--- config.mk ---
export PLATFORM = sky130hd
export DESIGN_NAME = gray_counter_flat
export DESIGN_NICKNAME = d
export VERILOG_FILES = /design/src/rtl/gray_pkg.sv /design/src/rtl/gray_counter_if.sv /design/src/rtl/gray_counter_enc.sv /design/src/rtl/gray_counter.sv /design/src/flat_wrapper.sv
export SDC_FILE = /design/constraint.sdc
export NUM_CORES = 1
export LEC_CHECK = 0
export CORE_UTILIZATION = 35
export CTS_CLUSTER_SIZE = 25
export DETAILED_ROUTE_END_ITERATION = 12
export MAX_ROUTING_LAYER = met4
export PLACE_DENSITY = 0.69
export SLEW_MARGIN = 30
export SYNTH_ARGS = -nofsm -noshare
export SYNTH_HDL_FRONTEND = slang
export SYNTH_SLANG_ARGS = --single-unit
--- constraint.sdc ---
create_clock -name clk -period 8.03 [get_ports clk]
set_input_delay 1.606 -clock clk [delete_from_list [all_inputs] [get_ports clk]]
set_output_delay 1.606 -clock clk [all_outputs]
set_load 0.02 [all_outputs]
--- src/rtl/gray_pkg.sv ---
// Shared constants, counter step encoding and Gray/binary conversion helpers.
package gray_pkg;

  localparam int unsigned DEFAULT_WIDTH = 4;
  localparam int unsigned GRAY_FN_W     = 32;

  typedef logic [GRAY_FN_W-1:0] gword_t;

  typedef enum logic [2:0] {
    ACT_HOLD,
    ACT_LOAD,
    ACT_INC,
    ACT_DEC,
    ACT_WRAP_LO,
    ACT_WRAP_HI
  } action_e;

  function automatic gword_t bin2gray(input gword_t bin);
    return bin ^ (bin >> 1);
  endfunction

  // Prefix XOR from the MSB down recovers the binary value.
  function automatic gword_t gray2bin(input gword_t gray);
    gword_t b;
    b[GRAY_FN_W-1] = gray[GRAY_FN_W-1];
    for (int unsigned i = 1; i < GRAY_FN_W; i++) begin
      b[GRAY_FN_W-1-i] = b[GRAY_FN_W-i] ^ gray[GRAY_FN_W-1-i];
    end
    return b;
  endfunction

endpackage

--- src/rtl/gray_counter_if.sv ---
// Control and count bus between a driver and the Gray counter.
interface gray_counter_if
  import gray_pkg::*;
#(
  parameter int unsigned WIDTH = DEFAULT_WIDTH
);
  logic             en;
  logic             up;
  logic             load;
  logic [WIDTH-1:0] load_val;
  logic [WIDTH-1:0] g;
  logic [WIDTH-1:0] bin;
  logic             tc;
  logic             wrap;

  modport master (
    output en, up, load, load_val,
    input  g, bin, tc, wrap
  );

  modport slave (
    input  en, up, load, load_val,
    output g, bin, tc, wrap
  );
endinterface

--- src/rtl/gray_counter_enc.sv ---
// Pure combinational binary-reflected Gray encoder.
module binary_to_gray_enc #(
  parameter int unsigned WIDTH = 4
) (
  input  logic [WIDTH-1:0] bin,
  output logic [WIDTH-1:0] gray
);
  assign gray = bin ^ (bin >> 1);
endmodule

--- src/rtl/gray_counter.sv ---
// Up/down counter with binary state and a Gray output registered from the
// next binary value; parallel load, terminal-count and wrap-pulse flags.
module gray_counter
  import gray_pkg::*;
#(
  parameter int unsigned WIDTH = DEFAULT_WIDTH,
  parameter bit          WRAP  = 1'b1
) (
  input  logic           clk,
  input  logic           rst,
  gray_counter_if.slave  bus
);

  localparam logic [WIDTH-1:0] ALL_ONES = '1;

  action_e          act;
  logic [WIDTH-1:0] bin_q, bin_d;
  logic [WIDTH-1:0] g_q, g_d;
  logic             wrap_q, wrap_d;

  always_comb begin
    act = ACT_HOLD;
    if (bus.load) begin
      act = ACT_LOAD;
    end else if (bus.en) begin
      if (bus.up) begin
        if (bin_q != ALL_ONES) act = ACT_INC;
        else if (WRAP)         act = ACT_WRAP_LO;
      end else begin
        if (bin_q != '0)       act = ACT_DEC;
        else if (WRAP)         act = ACT_WRAP_HI;
      end
    end
  end

  always_comb begin
    bin_d  = bin_q;
    wrap_d = 1'b0;
    case (act)
      ACT_LOAD:    bin_d = bus.load_val;
      ACT_INC:     bin_d = bin_q + WIDTH'(1);
      ACT_DEC:     bin_d = bin_q - WIDTH'(1);
      ACT_WRAP_LO: begin bin_d = '0; wrap_d = 1'b1; end
      ACT_WRAP_HI: begin bin_d = '1; wrap_d = 1'b1; end
      default:     bin_d = bin_q;
    endcase
  end

  // Gray is encoded from the next binary value so g_q and bin_q update together.
  binary_to_gray_enc #(.WIDTH(WIDTH)) u_enc (
    .bin  (bin_d),
    .gray (g_d)
  );

  always_ff @(posedge clk or posedge rst) begin
    if (rst) begin
      bin_q  <= '0;
      g_q    <= '0;
      wrap_q <= 1'b0;
    end else begin
      bin_q  <= bin_d;
      g_q    <= g_d;
      wrap_q <= wrap_d;
    end
  end

  assign bus.g    = g_q;
  assign bus.bin  = bin_q;
  assign bus.wrap = wrap_q;
  assign bus.tc   = (bus.up && (bin_q == ALL_ONES)) || (!bus.up && (bin_q == '0));

endmodule

--- src/flat_wrapper.sv ---
// flat-port wrapper written by rule: the top's interface ports become plain ports
module gray_counter_flat import gray_pkg::*;
#(
  parameter int unsigned WIDTH = DEFAULT_WIDTH,
  parameter bit          WRAP  = 1'b1
)
  (clk, rst, bus_en, bus_up, bus_load, bus_load_val, bus_g, bus_bin, bus_tc, bus_wrap);
  gray_counter_if #(.WIDTH(WIDTH)) bus_i ();
  input  logic clk;
  input  logic rst;
  input wire logic [$bits(bus_i.en)-1:0] bus_en;
  input wire logic [$bits(bus_i.up)-1:0] bus_up;
  input wire logic [$bits(bus_i.load)-1:0] bus_load;
  input wire logic [$bits(bus_i.load_val)-1:0] bus_load_val;
  output wire logic [$bits(bus_i.g)-1:0] bus_g;
  output wire logic [$bits(bus_i.bin)-1:0] bus_bin;
  output wire logic [$bits(bus_i.tc)-1:0] bus_tc;
  output wire logic [$bits(bus_i.wrap)-1:0] bus_wrap;
  assign bus_i.en = bus_en;
  assign bus_i.up = bus_up;
  assign bus_i.load = bus_load;
  assign bus_i.load_val = bus_load_val;
  assign bus_g = bus_i.g;
  assign bus_bin = bus_i.bin;
  assign bus_tc = bus_i.tc;
  assign bus_wrap = bus_i.wrap;
  gray_counter #(.WIDTH(WIDTH), .WRAP(WRAP)) u_core (.clk(clk), .rst(rst), .bus(bus_i));
endmodule
==> flow_summary.ini <==
[outcome]
outcome = complete, no violations

[final_layout]
fin_cells = 93
fillers = 143
post-route-cell-area_um2 = 779
seq_area_um2 = 200
antenna_cells = 0
area_growth_pct = 37.2
layout-drive-gt1-share_pct = 9.09
multi_input_area_um2 = 345
nets = 91

[floorplan]
die_area_um2 = 1790
core-area_um2 = 1510
start_util_pct = 37.7
io_pins = 19
row_count = 14
fp.dieW_um = 42.3
die_h_um = 42.3

[logic_synthesis]
synth_top_area_share_pct = 35.2
ys_async_sr_fraction_pct = 100
seq_area_frac_synth_pct = 35.2
synth_edf_count = 0
synthCells = 58
synthesis.nets = 70
ys_ff_latch = 8
yosysTopAreaCell = dfrtp_1
yosysMostFrequentCell = dfrtp_1
syn_area_um2 = 568
synth_cell_types = 29
synthTopCellsByCount = 8 x dfrtp_1, 5 x nand2_1, 5 x xnor2_1
yosys_most_used_dff = dfrtp_1
yosysWarnings = 0
syn_avg_cell_area_um2 = 9.79
synth_area_leaders = dfrtp_1 35%, xnor2_1 7.7%, ha_1 4.4%

[route]
drt_iter0_drc = 4
viasPerCell = 5.31
first_pass_iters = 6
via_count = 494
post-route-drc-count = 0
drtAntennaViolNets = 0
wire_per_inst_um = 13.5
finalWirelength_um = 1260

[sta]
setup_viol = 0
finalClockSkew_ps = 5.19
max_freq_mhz = 195
max_slew_margin_pct = 62.5
post-route-min-period_ps = 5140
rsz0062_at_grt = false
worst_slew_pin_slew_ps = 560
setup_tns_ps = 0
final_max_slew_viol_count = 0
period_share_pct = 64.0
finalHoldViolCount = 0

[clock_tree]
clk_latency_ps = 250
cts_resized = 0
cts_max_level = 1
cts_hold_buffers = 0
path_clk_slew_ps = 50
clkSinkCount = 8
cts_tree = yes
root_buffer = clkbuf_4
numCtsBuffers = 3
postCtsSetupRepairBufs = 0
cts_buffer_depth = 2

[hold_path]
hold_end = u_core.bus.bin[2]$_DFF_PP0_
min_from = u_core.bus.bin[2]$_DFF_PP0_
min_path_type = register to register
hold_path_depth = 2

[setup_path]
worstPathArrival_ps = 3530
startpoint_type = primary input
criticalPathCategory = primary input to output pin
worst_r2r_endpoint = u_core.bus.g[1]$_DFF_PP0_
r2r-start = u_core.bus.bin[0]$_DFF_PP0_
r2r_cells = 9
crit_required_ps = 6420
worstSetupEndpointType = output pin
rrSetupSlack_ps = 4830
cp_max_fo = 4

[power]
vdd_ir_drop_max_uv = 71.0
fin_total_pwr_uw = 164
cellLeakagePower_nw = 0.344
powerDensity_nw_per_um2 = 210

[global_route]
grt_max_degree = 11
antenna_found_initial = 0
grt_pass1_wl_um = 2260
grt_pass1_vias = 487
grt_overflow_total = 0
track_usage_pct = 17.3

[placement]
placed_cells = 90
port-buffer-count = 18
dp_hpwl_um = 950
gp_congestion = 0.816
placed_cell_area_um2 = 757

[flow_run]
maxCapViolCount = 0
-- critical path, cell delays in order --
cell             delay, ps
clkdlybuf4s50_1        490
or4_4                  470
mux2i_1                300
clkdlybuf4s50_1        670
-- layout make-up --
class	count	area share, %
well taps	16	2.57
clock buffers	3	2.89
flip-flops and latches	8	25.7
multi-input cells	45	44.3
inverters	3	1.44
repair buffers	18	23.1
-- where the power goes --
group / internal, mW / switching (mW)
registers: 0.0480 / 0.00929
logic: 0.0391 / 0.0379
clock network: 0.0170 / 0.0127
total: 0.104 / 0.0598
-- worst max-delay path by stage --
stage	start	end	depth (start not counted)
after global routing	bus_up	bus_tc	4
after floorplan	bus_up	u_core.bus.g[1]$_DFF_PP0_	9
after CTS	bus_up	bus_tc	4
after detailed placement	bus_up	bus_tc	4
after global placement	bus_up	bus_tc	4
final	bus_up	bus_tc	4
-- cell usage in the layout, fill, tap and decap left out --
cell type,instances
clkbuf_4,3
dfrtp_1,8
or4_4,1
nand4_1,1
nor3b_1,1
a21o_2,1
ha_1,2
o21ai_0,2
xor2_1,2
o31a_1,1
nor2b_4,1
o31ai_4,1
a21boi_0,1
xnor2_1,5
inv_1,3
nand2b_1,1
a21oi_1,3
clkdlybuf4s50_1,18
nor2_1,4
nand2_1,5
o22ai_1,1
mux2i_1,2
nor2b_1,2
fa_1,1
nor3_1,2
o31ai_1,1
a211oi_1,2
a21o_1,1
o211a_1,1
-- metal layers --
layer / up-vias / share of wire [%] / GRT usage, %
li1: 244 / - / -
met1: 230 / 45 / 21.7
met2: 20 / 50 / 26.8
met3: 0 / 5.0 / 2.59
met4: 0 / 0 / 9.38
met5: - / 0 / -
-- cells by family after synthesis --
| group | synth area share [%] |
|---|---|
| DFF | 35.2 |
| and+or+nand+nor | 17.8 |
| adders and majority gates | 7.93 |
| muxes | 3.52 |
| xor gates and xnor gates | 10.8 |
| AOI/OAI and AO/OA | 20.7 |
| buffers and inverters | 3.96 |
-- state kept, by name, indices dropped and copies added, names as in the netlist --
| register | count |
|---|---|
| u_core.bus.g | 3 |
| u_core.bus.wrap | 1 |
| u_core.bus.bin | 4 |
-- stage by stage --
| stage | hold WS, ps | setup slack (ps) | utilization (%) |
|---|---|---|---|
| 2_1_floorplan | 682 | 3880 | - |
| 3_3_place_gp | 647 | 2980 | 50.2 |
| 3_5_place_dp | 657 | 2940 | 50.2 |
| 4_1_cts | 664 | 2910 | 51.7 |
| 5_1_grt | 713 | 2800 | 51.7 |
| 6_report | 668 | 2890 | 51.7 |
No activity file was read; power rests on OpenSTA's default activity.
==> patch 1, RTL diff (same flow settings) <==
Set the package constant `DEFAULT_WIDTH` to 6 (it was 4).
--- a/src/rtl/gray_pkg.sv
+++ b/src/rtl/gray_pkg.sv
@@ -2,5 +2,5 @@
 package gray_pkg;
 
-  localparam int unsigned DEFAULT_WIDTH = 4;
+  localparam int unsigned DEFAULT_WIDTH = 6;
   localparam int unsigned GRAY_FN_W     = 32;
 
Interface: changed (resized bus_bin, bus_g and bus_load_val); port bits go from 19 to 25. The function was not compared with the original's and may differ.
==> patch 1 against the unedited design <==
Design area rose by 39%. Synthesized area increased by 41%. Non-clock buffer count grew 6. Sequential cell count up 4. Largest cell class unchanged. Setup slack improved by 0.29 ns. Wire length is 31% higher. Sequential power is 39% higher. Power up 26%.
==> patch 1: results (changes against the unedited design) <==
run_status:
  status: "complete, no violations"
cts:
  post_cts_resized: 0  # unchanged
  cts_buffers: 3  # unchanged
  clk_latency_ns: 0.27  # +0.02 ns
  clock_path_buffers: 2  # unchanged
  cts.clk_slew.worst_paths_ns: 0.07  # +0.02 ns
  cts_sinks: 12  # +4
  htreeDepth: 1  # unchanged
  post_cts_buffers: 0  # unchanged
  cts_root_buf: "clkbuf_4"
drt:
  drc: 0  # unchanged
  drt_iter0_markers: 8  # +4
  drtPass1Iterations: 2  # -4
  vias: 665  # +35%
  drt_wl_total_um: 1640  # +31%
grt:
  grtUsageTotal_pct: 16.0  # -1.3 points
  grt_max_degree: 14  # +3
  grt_pass1_wl_um: 2800  # +24%
  grt_pass1_vias: 607  # +25%
power:
  max-vdd-ir-drop_v: 0.000154  # +120%
  cellLeakagePower_nw: 0.446  # +30%
placement:
  place_congestion: 0.798  # -2.2%
  portBuffers: 24  # +6
  place_hpwl_um: 1310  # +38%
yosys:
  syn-num-nets: 95  # +36%
  async_flop_share_pct: 100  # unchanged
  seq_area_frac_synth_pct: 37.5  # +2.3 points
  synth.area.top_cells: "dfrtp_1 (38%), ha_1 (6.3%), xor2_1 (4.4%), nor3b_1 (3.8%), a221oi_4 (3.3%)"
  synth_cell_types: 37  # +28%
  synthTopCellsByCount: "dfrtp_1 (12), inv_1 (7)"
  synthFlopType: "dfrtp_1"
layout:
  largest_register_ffs: 6  # +2
  nNetsFinal: 121  # +33%
  drive_above_1_share_pct: 9.71  # +0.62 points
min_path:
  worstHoldPathType: "flip-flop to flip-flop"
timing:
  worst_pin_slew_ns: 0.531  # -0.0291 ns
  fin_worst_skew_ns: 0.00161  # -0.00358 ns
setup_path:
  crit_fanout: 5  # +1
[patch 1: kinds of logic (layout without fill, tap and decap cells)]
kind of cell	after synthesis	in the layout	synth area share, %
buffers and inverters	11	35	5.78
DFF	12	12	37.5
adders and majority gates	5	5	8.75
AOI/OAI and AO/OA	21	21	22.8
and+or+nand+nor	23	23	17.5
xor gates and xnor gates	7	7	7.66
[patch 1: report_power, final]
part	internal, mW	switching (mW)	total (mW)
combinational	0.0455	0.0453	0.0908
sequential	0.0712	0.00843	0.0796
clock	0.0174	0.0189	0.0362
[patch 1: path summary, 6_finish.rpt]
kind,to,cells past startpoint,slack [ns],startpoint
max,bus_tc,5,3.18,bus_up
min,u_core.bus.wrap$_DFF_PP0_,3,0.82,u_core.bus.bin[3]$_DFF_PP0_
max reg2reg,u_core.bus.g[4]$_DFF_PP0_,12,5.00,u_core.bus.bin[0]$_DFF_PP0_
min reg2reg,u_core.bus.wrap$_DFF_PP0_,3,0.82,u_core.bus.bin[3]$_DFF_PP0_
max in group asynchronous,u_core.bus.g[1]$_DFF_PP0_,2,6.09,rst
min in group asynchronous,u_core.bus.bin[5]$_DFF_PP0_,2,1.64,rst
[patch 1: layout make-up]
type	instances	area, um^2
timing repair buffer	24	240
inverter	8	30.0
fill	187	981
multi-input combinational	56	454
tap	27	33.8
clock buffer	3	22.5
sequential	12	300
[patch 1: routing by layer]
metal	GRT usage, %	share of wire [%]	wire (um)	up-vias
met5	-	0	0	-
met1	20.5	46	759	307
met2	23.6	47	773	18
met3	4.01	4.8	79	4
met4	7.14	1.8	29	0
li1	-	-	-	336
[patch 1: stage by stage]
step | cells | hold WS [ns] | total power, mW | instance area, um^2 | setup WS [ns]
3_5_place_dp | 127 | 0.816 | 0.172 | 1060 | 3.19
6_report | 130 | 0.816 | 0.207 | 1080 | 3.18
2_1_floorplan | 79 | 0.835 | 0.136 | 801 | 4.05
3_3_place_gp | 127 | 0.813 | 0.171 | 1060 | 3.24
5_1_grt | 130 | 0.881 | 0.220 | 1080 | 3.06
4_1_cts | 130 | 0.823 | 0.209 | 1080 | 3.19
[patch 1: critical path, cell delays in order]
cell and delay, ns:
clkdlybuf4s50_1 0.48, nor4_1 0.20, nand2_1 0.18, o21ai_2 0.14
clkdlybuf4s50_1 0.64
==> patch 2, RTL diff (config.mk and constraints unchanged) <==
Made on the original files. Remove the case item `ACT_DEC` of the case on `act`.
--- a/src/rtl/gray_counter.sv
+++ b/src/rtl/gray_counter.sv
@@ -40,5 +40,4 @@
       ACT_LOAD:    bin_d = bus.load_val;
       ACT_INC:     bin_d = bin_q + WIDTH'(1);
-      ACT_DEC:     bin_d = bin_q - WIDTH'(1);
       ACT_WRAP_LO: begin bin_d = '0; wrap_d = 1'b1; end
       ACT_WRAP_HI: begin bin_d = '1; wrap_d = 1'b1; end
Function: changed (Yosys sat finds a counterexample within 4 cycles, from zero or initial values and one cycle with rst high).
==> patch 2 against the unedited design <==
The flow now finishes with violations (DRC). Sequential share of layout area decreased by 0.12 points. Sequential cell count unchanged. Synthesized area increased by 6.2%. First-iteration DRC count increased to 2.5 times the old value. Power decreased by 8.6%. Wire length decreased by 2.1%. Global-route usage decreased by 1.9 points. Design area increased by 0.48%. Hold slack improved by 0.052 ns. Setup slack improved by 0.033 ns. Via count increased by 1.4%. Sequential power decreased by 1%. Critical path type unchanged. Highest routed layer unchanged.
==> patch 2: results (changes against the unedited design) <==
drt:
  vias: 501  # +1.4%
  drc: 6  # +6
  drt_iter0_markers: 10  # +6
run_status:
  status: "complete, but fails checks"
  violations: "DRC"
setup_path:
  crit_fanout: 10  # +6
  r2r_end: "u_core.bus.g[0]$_DFF_PP0_"
  worst-r2r-cell-count: 7  # -2
  crit_path_max_incr_delay_ns: 0.63  # -0.04 ns
yosys:
  synthAdderAreaFrac_pct: 4.15  # -3.8 points
  synth_xor_area_share_pct: 5.81  # -5.0 points
  syn-num-nets: 74  # +5.7%
  seq_area_frac_synth_pct: 33.2  # -2.0 points
  muxShareOfSynthArea_pct: 4.15  # +0.63 points
  synth_cell_types: 33  # +14%
  synth.area.top_cells: "dfrtp_1 (33%), xor2_1 (4.4%), ha_1 (4.1%), buf_6 (3.7%), inv_1 (3.7%)"
placement:
  place_congestion: 0.742  # -9.0%
  dpl_cell_area_um2: 761  # +0.50%
  place_hpwl_um: 897  # -5.6%
timing:
  fin_worst_skew_ns: 0.00153  # -0.00366 ns
  hold_ws_ns: 0.720  # +0.0525 ns
layout:
  drive_above_1_share_pct: 15.2  # +6.1 points
  n_fill_cell: 161  # +13%
  nNetsFinal: 92  # +1.1%
grt:
  grtUsageTotal_pct: 15.4  # -1.9 points
  grt_pass1_wl_um: 2040  # -9.8%
  grt_max_degree: 14  # +3
  met1_usage_pct: 18.9  # -2.8 points
  grt_pass1_vias: 473  # -2.9%
  gr-usage-met3_pct: 7.92  # +5.3 points
  grtUsageMet2_pct: 22.7  # -4.0 points
min_path:
  hold_end: "u_core.bus.g[1]$_DFF_PP0_"
  worstHoldPathCells: 3  # +1
  hold_start: "u_core.bus.bin[1]$_DFF_PP0_"
power:
  cellLeakagePower_nw: 0.350  # +1.7%
## patch 2: cell count changes in the layout (fill, tap and decap cells not counted), moves of 2 or more
cell,change
a211oi_1,-2
o21ai_0,-2
a21oi_2,+2
xnor2_1,-4
nor3_1,-2
inv_1,+3
a31oi_1,+2
## patch 2: per-layer routing
metal	vias up	share of wire, %	wire length (um)
li1	252	-	-
met3	0	7.6	93
met1	230	49	605
met5	-	0	0
met2	19	43	530
met4	0	0	0
## patch 2: how the worst max path moves through the flow
stage | endpoint | slack (ns)
after CTS | bus_tc | 2.95
after global placement | bus_tc | 3.02
after floorplan | bus_tc | 3.90
after detailed placement | bus_tc | 2.96
after global routing | bus_tc | 2.87
final | bus_tc | 2.92
## patch 2: cell families (layout without fill, tap and decap cells)
family | count (synthesis) | in the layout
buf+inv | 11 | 27
compound gates | 18 | 18
simple gates | 18 | 18
xor+xnor | 4 | 4
fa+ha+maj | 2 | 2
flops | 8 | 8
mux | 2 | 2
## patch 2: where the power goes
| group | switching [mW] | internal, mW | total, mW |
|---|---|---|---|
| clock | 0.0128 | 0.0170 | 0.0298 |
| combinational | 0.0304 | 0.0332 | 0.0636 |
| sequential | 0.00953 | 0.0470 | 0.0565 |
## patch 2: cell type report
cell class	instances	area, um^2	share of cell area, %
Clock buffer	3	22.5	2.88
Inverter	6	22.5	2.88
Multi-Input combinational cell	44	338	43.1
Sequential cell	8	200	25.6
Tap cell	16	20.0	2.56
Timing Repair Buffer	18	180	23.0
## patch 2: per-stage QoR
step	setup slack, ns	util [%]	std cells
after floorplan	3.90	-	63
after global placement	3.02	48.8	92
after global routing	2.87	50.2	95
after detailed placement	2.96	48.8	92
final	2.92	50.2	95
after CTS	2.95	50.2	95
## patch 2: worst reg2reg max path: stages (launching register included)
cell and delay [ns]:
dfrtp_1 0.48, inv_1 0.08, ha_1 0.33, and3b_1 0.18, a211oi_2 0.22, o21ai_2 0.09, mux2_4 0.29, xor2_1 0.16
